--- src/rtl/life_pkg.sv ---
// life_pkg: shared key codes, key-encoder FSM states and key priority encoder.
// Key vector bit order used throughout: {nxt, flip, right, left, down, up}.
package life_pkg;
    localparam logic [2:0] KEY_NONE  = 3'd0;
    localparam logic [2:0] KEY_UP    = 3'd1;
    localparam logic [2:0] KEY_DOWN  = 3'd2;
    localparam logic [2:0] KEY_LEFT  = 3'd3;
    localparam logic [2:0] KEY_RIGHT = 3'd4;
    localparam logic [2:0] KEY_FLIP  = 3'd5;
    localparam logic [2:0] KEY_NXT   = 3'd6;

    typedef enum logic [1:0] {
        IDLE     = 2'd0,
        DELAY    = 2'd1,
        REPEAT   = 2'd2,
        WAIT_REL = 2'd3
    } key_state_t;

    // NXT > FLIP > UP > DOWN > LEFT > RIGHT
    function automatic logic [2:0] key_priority(input logic [5:0] v);
        return v[5] ? KEY_NXT  :
               v[4] ? KEY_FLIP :
               v[0] ? KEY_UP   :
               v[1] ? KEY_DOWN :
               v[2] ? KEY_LEFT :
               v[3] ? KEY_RIGHT : KEY_NONE;
    endfunction
endpackage

--- src/rtl/key_debounce.sv ---
// key_debounce: 2-flop synchroniser plus shared debounce counter for the 6-bit key vector.
// Ports: clk, reset (sync, active-high), raw[5:0] asynchronous levels in,
//        deb[5:0] debounced vector out.
module key_debounce
    import life_pkg::*;
#(
    parameter int DEBOUNCE = 16,
    parameter int CNT_BITS = 16
) (
    input  logic       clk,
    input  logic       reset,
    input  logic [5:0] raw,
    output logic [5:0] deb
);
    logic [5:0]          r_s1;
    logic [5:0]          r_sync;
    logic [5:0]          r_deb;
    logic [CNT_BITS-1:0] r_cnt;

    // One counter for the whole vector: any difference must persist
    // DEBOUNCE cycles before the complete synchronised vector is accepted.
    always_ff @(posedge clk) begin
        if (reset) begin
            r_s1   <= '0;
            r_sync <= '0;
            r_deb  <= '0;
            r_cnt  <= '0;
        end else begin
            r_s1   <= raw;
            r_sync <= r_s1;
            if (r_sync == r_deb) begin
                r_cnt <= '0;
            end else if (r_cnt == CNT_BITS'(DEBOUNCE - 1)) begin
                r_deb <= r_sync;
                r_cnt <= '0;
            end else begin
                r_cnt <= r_cnt + CNT_BITS'(1);
            end
        end
    end

    assign deb = r_deb;
endmodule

--- src/rtl/key_encoder.sv ---
// key_encoder: turns raw touch-key levels into one-cycle event codes with arrow auto-repeat.
// Ports: clk, reset (sync, active-high), key_up/down/left/right/flip/nxt raw levels in,
//        keys[2:0] one-cycle event code (0 = none), held = any debounced key down.
module key_encoder
    import life_pkg::*;
#(
    parameter int DEBOUNCE     = 16,
    parameter int REPEAT_DELAY = 4096,
    parameter int REPEAT_RATE  = 1024,
    parameter int CNT_BITS     = 16
) (
    input  logic       clk,
    input  logic       reset,
    input  logic       key_up,
    input  logic       key_down,
    input  logic       key_left,
    input  logic       key_right,
    input  logic       key_flip,
    input  logic       key_nxt,
    output logic [2:0] keys,
    output logic       held
);
    logic [5:0]          w_deb;
    logic [2:0]          w_code;
    logic [2:0]          w_emit;
    logic [2:0]          w_cur_nxt;
    logic [CNT_BITS-1:0] w_rcnt_nxt;
    logic [CNT_BITS-1:0] w_limit;
    key_state_t          w_state_nxt;
    key_state_t          r_state;
    logic [2:0]          r_cur;
    logic [CNT_BITS-1:0] r_rcnt;
    logic [2:0]          r_keys;
    logic                r_held;

    key_debounce #(
        .DEBOUNCE (DEBOUNCE),
        .CNT_BITS (CNT_BITS)
    ) u_debounce (
        .clk   (clk),
        .reset (reset),
        .raw   ({key_nxt, key_flip, key_right, key_left, key_down, key_up}),
        .deb   (w_deb)
    );

    assign w_code  = key_priority(w_deb);
    assign w_limit = (r_state == DELAY) ? CNT_BITS'(REPEAT_DELAY - 1) : CNT_BITS'(REPEAT_RATE - 1);

    always_comb begin
        w_state_nxt = r_state;
        w_cur_nxt   = r_cur;
        w_rcnt_nxt  = r_rcnt;
        w_emit      = KEY_NONE;
        case (r_state)
            IDLE: begin
                if (w_code != KEY_NONE) begin
                    w_emit      = w_code;
                    w_cur_nxt   = w_code;
                    w_rcnt_nxt  = '0;
                    w_state_nxt = (w_code <= KEY_RIGHT) ? DELAY : WAIT_REL;
                end
            end
            DELAY, REPEAT: begin
                // A change of the winning key (e.g. a higher-priority key
                // added) abandons the hold until everything is released.
                if (w_deb == '0) begin
                    w_state_nxt = IDLE;
                end else if (w_code != r_cur) begin
                    w_state_nxt = WAIT_REL;
                end else if (r_rcnt == w_limit) begin
                    w_emit      = r_cur;
                    w_rcnt_nxt  = '0;
                    w_state_nxt = REPEAT;
                end else begin
                    w_rcnt_nxt = r_rcnt + CNT_BITS'(1);
                end
            end
            default: begin
                if (w_deb == '0) w_state_nxt = IDLE;
            end
        endcase
    end

    always_ff @(posedge clk) begin
        if (reset) begin
            r_state <= IDLE;
            r_cur   <= KEY_NONE;
            r_rcnt  <= '0;
            r_keys  <= KEY_NONE;
            r_held  <= 1'b0;
        end else begin
            r_state <= w_state_nxt;
            r_cur   <= w_cur_nxt;
            r_rcnt  <= w_rcnt_nxt;
            r_keys  <= w_emit;
            r_held  <= |w_deb;
        end
    end

    assign keys = r_keys;
    assign held = r_held;
endmodule

--- config.mk ---
export PLATFORM = sky130hd
export DESIGN_NAME = key_encoder
export DESIGN_NICKNAME = d
export VERILOG_FILES = /design/src/rtl/life_pkg.sv /design/src/rtl/key_debounce.sv /design/src/rtl/key_encoder.sv
export SDC_FILE = /design/constraint.sdc
export NUM_CORES = 1
export LEC_CHECK = 0
export ABC_CLOCK_PERIOD_IN_PS = 2200
export CAP_MARGIN = 10
export CORE_ASPECT_RATIO = 1.2
export CORE_MARGIN = 3
export CORE_UTILIZATION = 58
export DETAILED_ROUTE_END_ITERATION = 6
export PLACE_DENSITY = 0.77
export SYNTH_ARGS = -nofsm -noshare
export SYNTH_HDL_FRONTEND = slang
export SYNTH_SLANG_ARGS = --single-unit
--- constraint.sdc ---
create_clock -name clk -period 2.2 [get_ports clk]
set_input_delay 0.22 -clock clk [delete_from_list [all_inputs] [get_ports clk]]
set_output_delay 0.22 -clock clk [all_outputs]
set_load 0.05 [all_outputs]
==> results.toml <==
[status]
outcome = "completed"

[final_layout]
ff_latch_area_um2 = 1181
fillers = 356
syn_to_final_growth_pct = 14.04
layout.nets = 334
n_antenna_cell = 0
multi_input_area_um2 = 1461
fin_area_um2 = 3120
layout-drive-gt1-share = 0.1166

[die]
rows = 26
die_width_um = 68.70
ios = 12
die_y_um = 81.24
core_um2 = 4392
dieArea_um2 = 5581
start_util = 0.6231

[setup_path]
crit_path_end_kind = "flop"
cp-start-kind = "flop"
cp_max_fo = 10
crit_arrival_ns = 2.26
required_ns = 2.41
path_class = "reg2reg"

[pwr]
power_density_nw_per_um2 = 678.0
internal_power_w = 0.001632
p_seq_frac = 0.514
combPwrFrac = 0.032
power_w = 0.002116
clkPwrFrac = 0.454
switching_share = 0.2285
p_leak_nw = 1.135
ir_drop_mv = 0.5158
p_switching_w = 0.0004835

[placed_design]
port_buffers = 11
dp_hpwl_um = 3677
postPlaceCellArea_um2 = 2920
gp_congestion = 0.8653

[route]
ant_nets = 0
drc = 0
maxUsedRoutingLayer = "met4"
drt_iter0_drc = 204
met2_length_um = 2597
met1_length_um = 2485
dr_wl_met3_um = 162
routed_wl_um = 5376
drt_first_pass_iters = 4
dr_total_vias = 2207
vias_per_cell = 5.777
wl_per_cell_um = 14.07

[synth]
synth_seq_cells = 59
synth_cells = 303
synthFlopType = "dfxtp_1"
syn_avg_cell_area_um2 = 9.031
yosysUniqueCellTypes = 52
synthesis.nets = 316
yosysSeqAreaShare = 0.4316
synth_top_area_frac = 0.4316
synthTopCellsByArea = "dfxtp_1 (43%), nor2_1 (3.8%), xnor2_1 (3.5%)"
synth.most_common_cell = "dfxtp_1"
synth_top_area_cell = "dfxtp_1"
netlist_area_um2 = 2736
synthArstFlopShare = 0
synth.yosys.warnings = 0
synth_edf_count = 0
synth_common_cells = "dfxtp_1 (59), nor2_1 (28), nand2_1 (17), a21oi_1 (15), nand3_1 (15)"

[timing]
finalSetupTns_ns = 0
min_period_ns = 2.048
fmaxAchievable_ghz = 0.4882
hold_slack_ns = 0.4358
maxSlewHeadroom = 0.6563
hold_violations = 0
slew_violations = 0
report.final.setup_viol = 0
fin_crit_sh = 0.9310
worst_pin_slew_ns = 0.5139
fin_worst_skew_ns = 0.006253
rsz0062_at_grt = "false"

[global_routing]
antenna_found_initial = 0
grt.total_usage = 0.2248
grt_pass1_wl_um = 9473
grt_pass1_vias = 2155
gr-total-overflow = 0
grt_start_max_net_pins = 20

[clocking]
cts_root_buf = "clkbuf_8"
cts_tree = "done"
clock_latency_ns = 0.34
cts_buffers = 9
cts_setup_buffers = 0
cts_buffer_depth = 2
cts_hold_buf = 0
path_clk_slew_ns = 0.07
cts_num_sinks = 59
htree_levels = 3

[min_path]
hold_path_class = "in2reg"

[job]
cap_violations = 0
-- layout make-up --
class | count | area share
Clock inverter | 7 | 0.02205
Sequential cell | 59 | 0.3785
Timing Repair Buffer | 18 | 0.05213
Tap cell | 56 | 0.02245
Multi-Input combinational cell | 219 | 0.4683
Inverter | 14 | 0.01684
Clock buffer | 9 | 0.03970
-- per-stage QoR --
stage	instances	setup slack, ns	utilization
after floorplan	303	0.2728	-
after global placement	366	0.2293	0.6650
after detailed placement	366	0.1576	0.6650
after CTS	382	0.1611	0.7088
final	382	0.1518	0.7105
after global routing	382	0.04107	0.7105
-- worst paths after layout --
check,startpoint,end,slack [ns],cells after the start
worst max-delay path,r_state[0],r_rcnt[4],0.15,7
worst min-delay path,key_left,u_debounce.r_s1[2],0.44,2
worst max register to register,r_state[0],r_rcnt[4],0.15,7
worst min register to register,u_debounce.r_s1[5],u_debounce.r_sync[5],0.44,1
-- worst max-delay path, cell delays in order, from the launching register on --
cell	delay, ns
dfxtp_1	0.40
inv_1	0.07
ha_1	0.38
nor3b_1	0.35
buf_4	0.24
nor2_2	0.11
a22oi_1	0.25
o22ai_1	0.11
-- kinds of logic after synthesis --
family	share of synthesized area
muxes	0.03292
AOI/OAI and AO/OA	0.1582
and+or+nand+nor	0.2419
adders and majority gates	0.02286
xor gates and xnor gates	0.07270
buffers and inverters	0.03978
DFF	0.4316
-- registers in the layout (all words and copies together), names as in the netlist --
register           count
r_cur                  3
held                   1
u_debounce.r_cnt      16
u_debounce.r_sync      6
r_state                2
keys                   3
r_rcnt                16
u_debounce.deb         6
u_debounce.r_s1        6
-- layer usage --
layer  track usage  vias up
met5             0        -
met4        0.1267        0
met3       0.05671       12
met2        0.3496       40
met1        0.2788     1038
li1              -     1117
-- power by group through the flow --
stage | Clock (W) | Sequential [W] | Combinational, W
after floorplan | 0 | 0.00111 | 0.0000408
after CTS | 0.000986 | 0.00109 | 0.0000681
final | 0.000961 | 0.00109 | 0.0000676
after global placement | 0 | 0.00111 | 0.0000675
after detailed placement | 0 | 0.00111 | 0.0000676
after global routing | 0.00103 | 0.00109 | 0.0000768
-- placed cells by master, fill, tap and decap left out, drive strengths merged, types with 10 or more instances in the layout --
cell            n
a21oi          16
clkdlybuf4s50  11
dfxtp          59
inv            14
nand2          18
nand3          15
nor2           29
nor2b          13
xnor2          11
xor2           10
-- repair_timing --
action | CTS | global route
hold endpoints to repair | 0 | 0
endpoints found under the setup margin | 0 | 5
resized for setup | 0 | 2
(Power assumes the default switching activity.)
